--- config.mk ---
export PLATFORM = sky130hd
export DESIGN_NAME = exc_commit_unit_flat
export DESIGN_NICKNAME = d
export VERILOG_FILES = /design/src/rtl/exc_commit_unit_if.sv /design/src/rtl/exc_commit_unit.sv /design/src/flat_wrapper.sv
export SDC_FILE = /design/constraint.sdc
export NUM_CORES = 1
export LEC_CHECK = 0
export ABC_AREA = 1
export BUFFER_PORTS_ARGS = -buffer_cell sky130_fd_sc_hd__buf_2
export CAP_MARGIN = 5
export CORE_MARGIN = 2
export CORE_UTILIZATION = 45
export CTS_BUF_LIST = sky130_fd_sc_hd__clkbuf_8
export DETAILED_ROUTE_END_ITERATION = 10
export HOLD_SLACK_MARGIN = 0.1
export PLACE_DENSITY = 0.67
export SETUP_SLACK_MARGIN = 0.1
export SLEW_MARGIN = 20
export SYNTH_ARGS = -nofsm -noshare
export SYNTH_HDL_FRONTEND = slang
export SYNTH_SLANG_ARGS = --single-unit
--- constraint.sdc ---
create_clock -name clk -period 2.85 [get_ports clk]
set_clock_uncertainty 0.1 [all_clocks]
set_input_delay 0 -clock clk [delete_from_list [all_inputs] [get_ports clk]]
set_output_delay 0 -clock clk [all_outputs]
set_load 0.01 [all_outputs]
--- src/rtl/exc_commit_unit_if.sv ---
// CP0 exception/return strobes with cause data, plus the redirect-PC handshake toward fetch.
// The commit unit drives through master; CP0/fetch attach as slave.
interface exc_commit_unit_if;
    logic        interupt;
    logic        cp0_exl;
    logic [31:0] eret_pc;
    logic        execption;
    logic        ret;
    logic [4:0]  exc_code;
    logic [31:0] epc;
    logic        bd;
    logic [31:0] badvaddr;
    logic        redir_valid;
    logic [31:0] redir_pc;
    logic        redir_ready;

    modport master (
        input  interupt, cp0_exl, eret_pc, redir_ready,
        output execption, ret, exc_code, epc, bd, badvaddr, redir_valid, redir_pc
    );

    modport slave (
        output interupt, cp0_exl, eret_pc, redir_ready,
        input  execption, ret, exc_code, epc, bd, badvaddr, redir_valid, redir_pc
    );
endinterface

--- src/rtl/exc_commit_unit.sv ---
// Precise-exception commit unit: tracks per-instruction exception status ID->EX->MEM and
// commits one exception, interrupt or ERET per event in MEM, then redirects fetch.
module exc_commit_unit #(
    parameter logic [31:0] EXC_VECTOR = 32'hBFC00380
) (
    input  logic              clk,
    input  logic              rstn,
    input  logic              pipe_adv,
    input  logic              if_valid,
    input  logic [31:0]       if_pc,
    input  logic              id_ri,
    input  logic              id_sys,
    input  logic              id_bp,
    input  logic              id_eret,
    input  logic              id_in_ds,
    input  logic              ex_ov,
    input  logic              mem_adel,
    input  logic              mem_ades,
    input  logic [31:0]       mem_addr,
    output logic              mem_kill,
    output logic              flush,
    exc_commit_unit_if.master cp0
);

    typedef struct packed {
        logic        valid;
        logic [31:0] pc;
        logic        bd;
        logic        exc;
        logic [4:0]  code;
        logic [31:0] badv;
        logic        eret;
    } stage_t;

    typedef enum logic {StRun, StRedir} state_e;

    state_e      state_q, state_d;
    stage_t      id_q, id_d, ex_q, ex_d, mem_q, mem_d;
    stage_t      id_load, ex_load, mem_load;
    logic [31:0] redir_pc_q, redir_pc_d;

    logic        int_take, data_err, exc_total;
    logic        exc_fire, ret_fire, commit;

    // Stage loads; a code recorded earlier always survives later stages.
    always_comb begin
        id_load       = '0;
        id_load.valid = if_valid;
        id_load.pc    = if_pc;
        if (if_pc[1:0] != 2'b00) begin
            id_load.exc  = 1'b1;
            id_load.code = 5'd4;
            id_load.badv = if_pc;
        end

        ex_load    = id_q;
        ex_load.bd = id_in_ds;
        if (!id_q.exc) begin
            if (id_ri) begin
                ex_load.exc  = 1'b1;
                ex_load.code = 5'd10;
            end else if (id_sys) begin
                ex_load.exc  = 1'b1;
                ex_load.code = 5'd8;
            end else if (id_bp) begin
                ex_load.exc  = 1'b1;
                ex_load.code = 5'd9;
            end
        end
        ex_load.eret = id_eret & ~ex_load.exc;

        mem_load = ex_q;
        if (!ex_q.exc && ex_ov) begin
            mem_load.exc  = 1'b1;
            mem_load.code = 5'd12;
        end
        mem_load.eret = ex_q.eret & ~mem_load.exc;
    end

    always_comb begin
        int_take  = cp0.interupt & ~cp0.cp0_exl & mem_q.valid;
        data_err  = mem_adel | mem_ades;
        exc_total = mem_q.exc | data_err;
        exc_fire  = (state_q == StRun) & mem_q.valid & (int_take | exc_total);
        ret_fire  = (state_q == StRun) & mem_q.valid & mem_q.eret & ~exc_total & ~int_take;
        commit    = exc_fire | ret_fire;
        mem_kill  = mem_q.valid & (mem_q.exc | int_take | data_err);
    end

    // Cause data is forced to zero whenever no exception strobe is issued.
    always_comb begin
        cp0.execption   = exc_fire;
        cp0.ret         = ret_fire;
        cp0.exc_code    = '0;
        cp0.epc         = '0;
        cp0.bd          = 1'b0;
        cp0.badvaddr    = '0;
        cp0.redir_valid = (state_q == StRedir);
        cp0.redir_pc    = redir_pc_q;
        flush           = commit | (state_q == StRedir);
        if (exc_fire) begin
            cp0.bd  = mem_q.bd;
            cp0.epc = mem_q.bd ? (mem_q.pc - 32'd4) : mem_q.pc;
            if (int_take) begin
                cp0.exc_code = 5'd0;
            end else if (mem_q.exc) begin
                cp0.exc_code = mem_q.code;
                cp0.badvaddr = mem_q.badv;
            end else begin
                cp0.exc_code = mem_adel ? 5'd4 : 5'd5;
                cp0.badvaddr = mem_addr;
            end
        end
    end

    always_comb begin
        state_d    = state_q;
        id_d       = id_q;
        ex_d       = ex_q;
        mem_d      = mem_q;
        redir_pc_d = redir_pc_q;
        unique case (state_q)
            StRun: begin
                if (commit) begin
                    state_d    = StRedir;
                    id_d       = '0;
                    ex_d       = '0;
                    mem_d      = '0;
                    redir_pc_d = exc_fire ? EXC_VECTOR : cp0.eret_pc;
                end else if (pipe_adv) begin
                    id_d  = id_load;
                    ex_d  = ex_load;
                    mem_d = mem_load;
                end
            end
            StRedir: begin
                if (cp0.redir_ready) begin
                    state_d = StRun;
                end
            end
            default: state_d = StRun;
        endcase
    end

    always_ff @(posedge clk or negedge rstn) begin
        if (!rstn) begin
            state_q    <= StRun;
            id_q       <= '0;
            ex_q       <= '0;
            mem_q      <= '0;
            redir_pc_q <= '0;
        end else begin
            state_q    <= state_d;
            id_q       <= id_d;
            ex_q       <= ex_d;
            mem_q      <= mem_d;
            redir_pc_q <= redir_pc_d;
        end
    end

endmodule

--- src/flat_wrapper.sv ---
// flat-port wrapper written by rule: the top's interface ports become plain ports
module exc_commit_unit_flat 
#(
    parameter logic [31:0] EXC_VECTOR = 32'hBFC00380
)
  (clk, rstn, pipe_adv, if_valid, if_pc, id_ri, id_sys, id_bp, id_eret, id_in_ds, ex_ov, mem_adel, mem_ades, mem_addr, mem_kill, flush, cp0_interupt, cp0_cp0_exl, cp0_eret_pc, cp0_redir_ready, cp0_execption, cp0_ret, cp0_exc_code, cp0_epc, cp0_bd, cp0_badvaddr, cp0_redir_valid, cp0_redir_pc);
  exc_commit_unit_if cp0_i ();
  input  logic clk;
  input  logic rstn;
  input  logic pipe_adv;
  input  logic if_valid;
  input  logic [31:0] if_pc;
  input  logic id_ri;
  input  logic id_sys;
  input  logic id_bp;
  input  logic id_eret;
  input  logic id_in_ds;
  input  logic ex_ov;
  input  logic mem_adel;
  input  logic mem_ades;
  input  logic [31:0] mem_addr;
  output logic mem_kill;
  output logic flush;
  input wire logic [$bits(cp0_i.interupt)-1:0] cp0_interupt;
  input wire logic [$bits(cp0_i.cp0_exl)-1:0] cp0_cp0_exl;
  input wire logic [$bits(cp0_i.eret_pc)-1:0] cp0_eret_pc;
  input wire logic [$bits(cp0_i.redir_ready)-1:0] cp0_redir_ready;
  output wire logic [$bits(cp0_i.execption)-1:0] cp0_execption;
  output wire logic [$bits(cp0_i.ret)-1:0] cp0_ret;
  output wire logic [$bits(cp0_i.exc_code)-1:0] cp0_exc_code;
  output wire logic [$bits(cp0_i.epc)-1:0] cp0_epc;
  output wire logic [$bits(cp0_i.bd)-1:0] cp0_bd;
  output wire logic [$bits(cp0_i.badvaddr)-1:0] cp0_badvaddr;
  output wire logic [$bits(cp0_i.redir_valid)-1:0] cp0_redir_valid;
  output wire logic [$bits(cp0_i.redir_pc)-1:0] cp0_redir_pc;
  assign cp0_i.interupt = cp0_interupt;
  assign cp0_i.cp0_exl = cp0_cp0_exl;
  assign cp0_i.eret_pc = cp0_eret_pc;
  assign cp0_i.redir_ready = cp0_redir_ready;
  assign cp0_execption = cp0_i.execption;
  assign cp0_ret = cp0_i.ret;
  assign cp0_exc_code = cp0_i.exc_code;
  assign cp0_epc = cp0_i.epc;
  assign cp0_bd = cp0_i.bd;
  assign cp0_badvaddr = cp0_i.badvaddr;
  assign cp0_redir_valid = cp0_i.redir_valid;
  assign cp0_redir_pc = cp0_i.redir_pc;
  exc_commit_unit #(.EXC_VECTOR(EXC_VECTOR)) u_core (.clk(clk), .rstn(rstn), .pipe_adv(pipe_adv), .if_valid(if_valid), .if_pc(if_pc), .id_ri(id_ri), .id_sys(id_sys), .id_bp(id_bp), .id_eret(id_eret), .id_in_ds(id_in_ds), .ex_ov(ex_ov), .mem_adel(mem_adel), .mem_ades(mem_ades), .mem_addr(mem_addr), .mem_kill(mem_kill), .flush(flush), .cp0(cp0_i));
endmodule
==> impl_metrics.env <==
export IMPL_final_setup_viol_count=0
export IMPL_hold_viol=0
export IMPL_maxSlewViolCount=0
export IMPL_yosys_top_cells_area="dfrtp_1, nand2_1, nand4_1"
export IMPL_relSlewSlack=0.397
export IMPL_crit_required_ps=2750
export IMPL_portBuffers=216
export IMPL_seq_area_frac_synth=0.515
export IMPL_critPathMaxFanout=8
export IMPL_cts_tree="yes"
export IMPL_placed_cells=1968
export IMPL_htree_levels=2
export IMPL_clock_latency_ps=560
export IMPL_yosysUniqueCellTypes=29
export IMPL_first_iter_violations=974
export IMPL_gp_congestion=0.879
export IMPL_dieHeight_um=166
export IMPL_worstMarginPinSlew_ps=905
export IMPL_rsz0062_at_grt="no"
export IMPL_syn_mean_instance_area_um2=7.78
export IMPL_track_usage=0.245
export IMPL_period_needed_ps=2540
export IMPL_slowest_delay_ps=430
export IMPL_synth_seq_cells=243
export IMPL_grt_overflow=0
export IMPL_die_area_um2=27500
export IMPL_wl_per_cell_um=15.6
export IMPL_worst_ir_drop_vdd_v=0.000474
export IMPL_layout_drive_gt1_share=0.170
export IMPL_place_hpwl_mm=20.4
export IMPL_grt_max_degree=209
export IMPL_cp_end_kind="output port"
export IMPL_netlist_instances=1517
export IMPL_rows=59
export IMPL_cts_made_buffers=42
export IMPL_p_leak_nw=8.26
export IMPL_finalSetupTns_ps=0
export IMPL_grt_pass1_wl_mm=56.9
export IMPL_critPathKind="reg -> out"
export IMPL_fin_nets=1924
export IMPL_cp_arrival_ps=2440
export IMPL_cp_cell_sequence="inv_1, ha_1, nand2_1, inv_1, nand4_1, nor2_2, nor2_1, nor3_1, buf_2"
export IMPL_cp_slowest_cell="dfrtp_1"
export IMPL_maxCapViolCount=0
export IMPL_clock_path_buffers=3
export IMPL_status="finished clean"
export IMPL_max_freq_mhz=393
export IMPL_synthDominantCellAreaShare=0.515
export IMPL_antenna_left=0
export IMPL_syn_area_um2=11800
export IMPL_route_detailed_drc=0
export IMPL_fin_crit_sh=0.892
export IMPL_antennaDiodeCount=0
export IMPL_start_util=0.455
export IMPL_core_area_um2=25900
export IMPL_hp_class="in -> reg"
export IMPL_num_vias=11600
export IMPL_fp_dieW_um=166
export IMPL_start_kind="flip-flop"
export IMPL_path_clk_slew_ps=60
export IMPL_crit_path_frequent_cell="inv_1"
export IMPL_synth_nets=1629
export IMPL_dr_pass1_iters=9
export IMPL_ios=218
export IMPL_ys_warn_count=0
export IMPL_vias_per_cell=5.31
export IMPL_synth_largest_area_cell="dfrtp_1"
export IMPL_synth_ff_type="dfrtp_1"
export IMPL_grt_pass1_vias=11400
export IMPL_root_buffer="clkbuf_8"
export IMPL_routed_wl_mm=34.0
export IMPL_clock_sinks=243
export IMPL_synthArstFlopShare=1.00
export IMPL_p_per_area_nw_per_um2=926
export IMPL_synth_edf_count=0
export IMPL_finalNonFillerCells=2179
export IMPL_antenna_found_initial=0
export IMPL_syn_to_final_growth_pct=29.2
-- timing repair --
| item | CTS | global route |
|---|---|---|
| gates cloned | 0 | 0 |
| setup buffers | 0 | 0 |
| resized for setup | 4 | 7 |
| endpoints found under the setup margin | 42 | 38 |
| hold buffers | 135 | 0 |
| endpoints found under the hold margin | 464 | 0 |
-- placed cells by master, fill, tap and decap left out, types with 2 or more instances in the layout --
cell	netlist	final
a21oi_1	53	53
buf_12	0	10
buf_2	29	214
buf_4	26	8
buf_8	0	2
clkbuf_8	0	54
dfrtp_1	243	243
dlygate4sd3_1	0	135
inv_1	80	97
inv_2	4	3
inv_6	0	2
inv_8	0	2
nand2_1	609	608
nand3_1	32	32
nand4_1	222	222
nor2_1	114	111
nor2_2	4	7
nor3_1	4	4
nor3b_1	3	3
o21ai_0	6	6
o21ai_1	4	4
o21bai_1	3	3
or2_2	4	4
xor2_1	4	4
-- flip-flops by register name, summed over array words and instances (netlist names) --
register	count
u_core.cp0.redir_pc	32
u_core.mem_q	72
u_core.ex_load	65
u_core.ex_q	72
u_core.id_q	1
u_core.cp0.redir_valid	1
-- cell type report --
type                            count  area, um2
Fill cell                        2346      10700
Sequential cell                   243       6080
Multi-Input combinational cell   1070       4820
Timing Repair Buffer              370       2720
Clock buffer                       54        743
Tap cell                          335        419
Inverter                           85        337
Clock inverter                     22        121
-- stage by stage --
stage                util  setup slack, ps  total power, W  hold WS [ps]  instance area, um2
floorplan               -             1260         0.00921          -396               11800
global placement    0.502              398          0.0105         -65.7               13000
detailed placement  0.502              314          0.0106         -68.7               13000
CTS                 0.588              109          0.0141           101               15200
global route        0.588              117          0.0152           137               15200
finish              0.588              307          0.0141           133               15200
-- logic make-up after synthesis --
group | share of synthesized area
other cells | 0.000318
buf+inv | 0.0771
flops | 0.515
xor+xnor | 0.00297
simple gates | 0.373
compound gates | 0.0306
fa+ha+maj | 0.00106
-- path summary, 6_finish.rpt --
path	slack, ps	endpoint	startpoint	cells after the start
worst max-delay path	310	cp0_epc[18]	u_core.mem_q[43]$_DFFE_PN0P_	9
worst min-delay path	130	u_core.cp0.redir_pc[31]$_DFFE_PN0P_	cp0_eret_pc[31]	4
worst max register to register	370	u_core.ex_load[40]$_DFFE_PN0P_	u_core.mem_q[38]$_DFFE_PN0P_	7
worst min register to register	370	u_core.cp0.redir_pc[1]$_DFFE_PN0P_	u_core.cp0.redir_pc[1]$_DFFE_PN0P_	2
max in group asynchronous	1280	u_core.ex_load[12]$_DFFE_PN0P_	rstn	4
min in group asynchronous	460	u_core.cp0.redir_pc[30]$_DFFE_PN0P_	rstn	3
-- layer usage --
| layer | wire, um | up-vias | GRT usage |
|---|---|---|---|
| met5 | 0 | - | 0 |
| met4 | 733 | 0 | 0.0684 |
| met3 | 1930 | 63 | 0.0465 |
| met2 | 16200 | 345 | 0.400 |
| met1 | 15100 | 5583 | 0.337 |
| li1 | - | 5580 | - |
-- critical path, delay by kind of cell, from the launching register on --
family,cells,cell delay (ps)
and+or+nand+nor,5,960
DFF,1,430
buffers and inverters,3,370
adders and majority gates,1,140
-- power by group --
group / internal [W] / total (W) / switching, W
combinational: 0.00180 / 0.00518 / 0.00338
sequential: 0.00479 / 0.00575 / 0.000965
clock: 0.00179 / 0.00319 / 0.00140
-- Yosys cell counts, types with 6 or more instances --
cell / n
a21oi_1: 53
buf_2: 29
buf_4: 26
clkbuf_1: 63
dfrtp_1: 243
inv_1: 80
nand2_1: 609
nand3_1: 32
nand4_1: 222
nor2_1: 114
o21ai_0: 6
No activity file was read; power rests on OpenSTA's default activity.
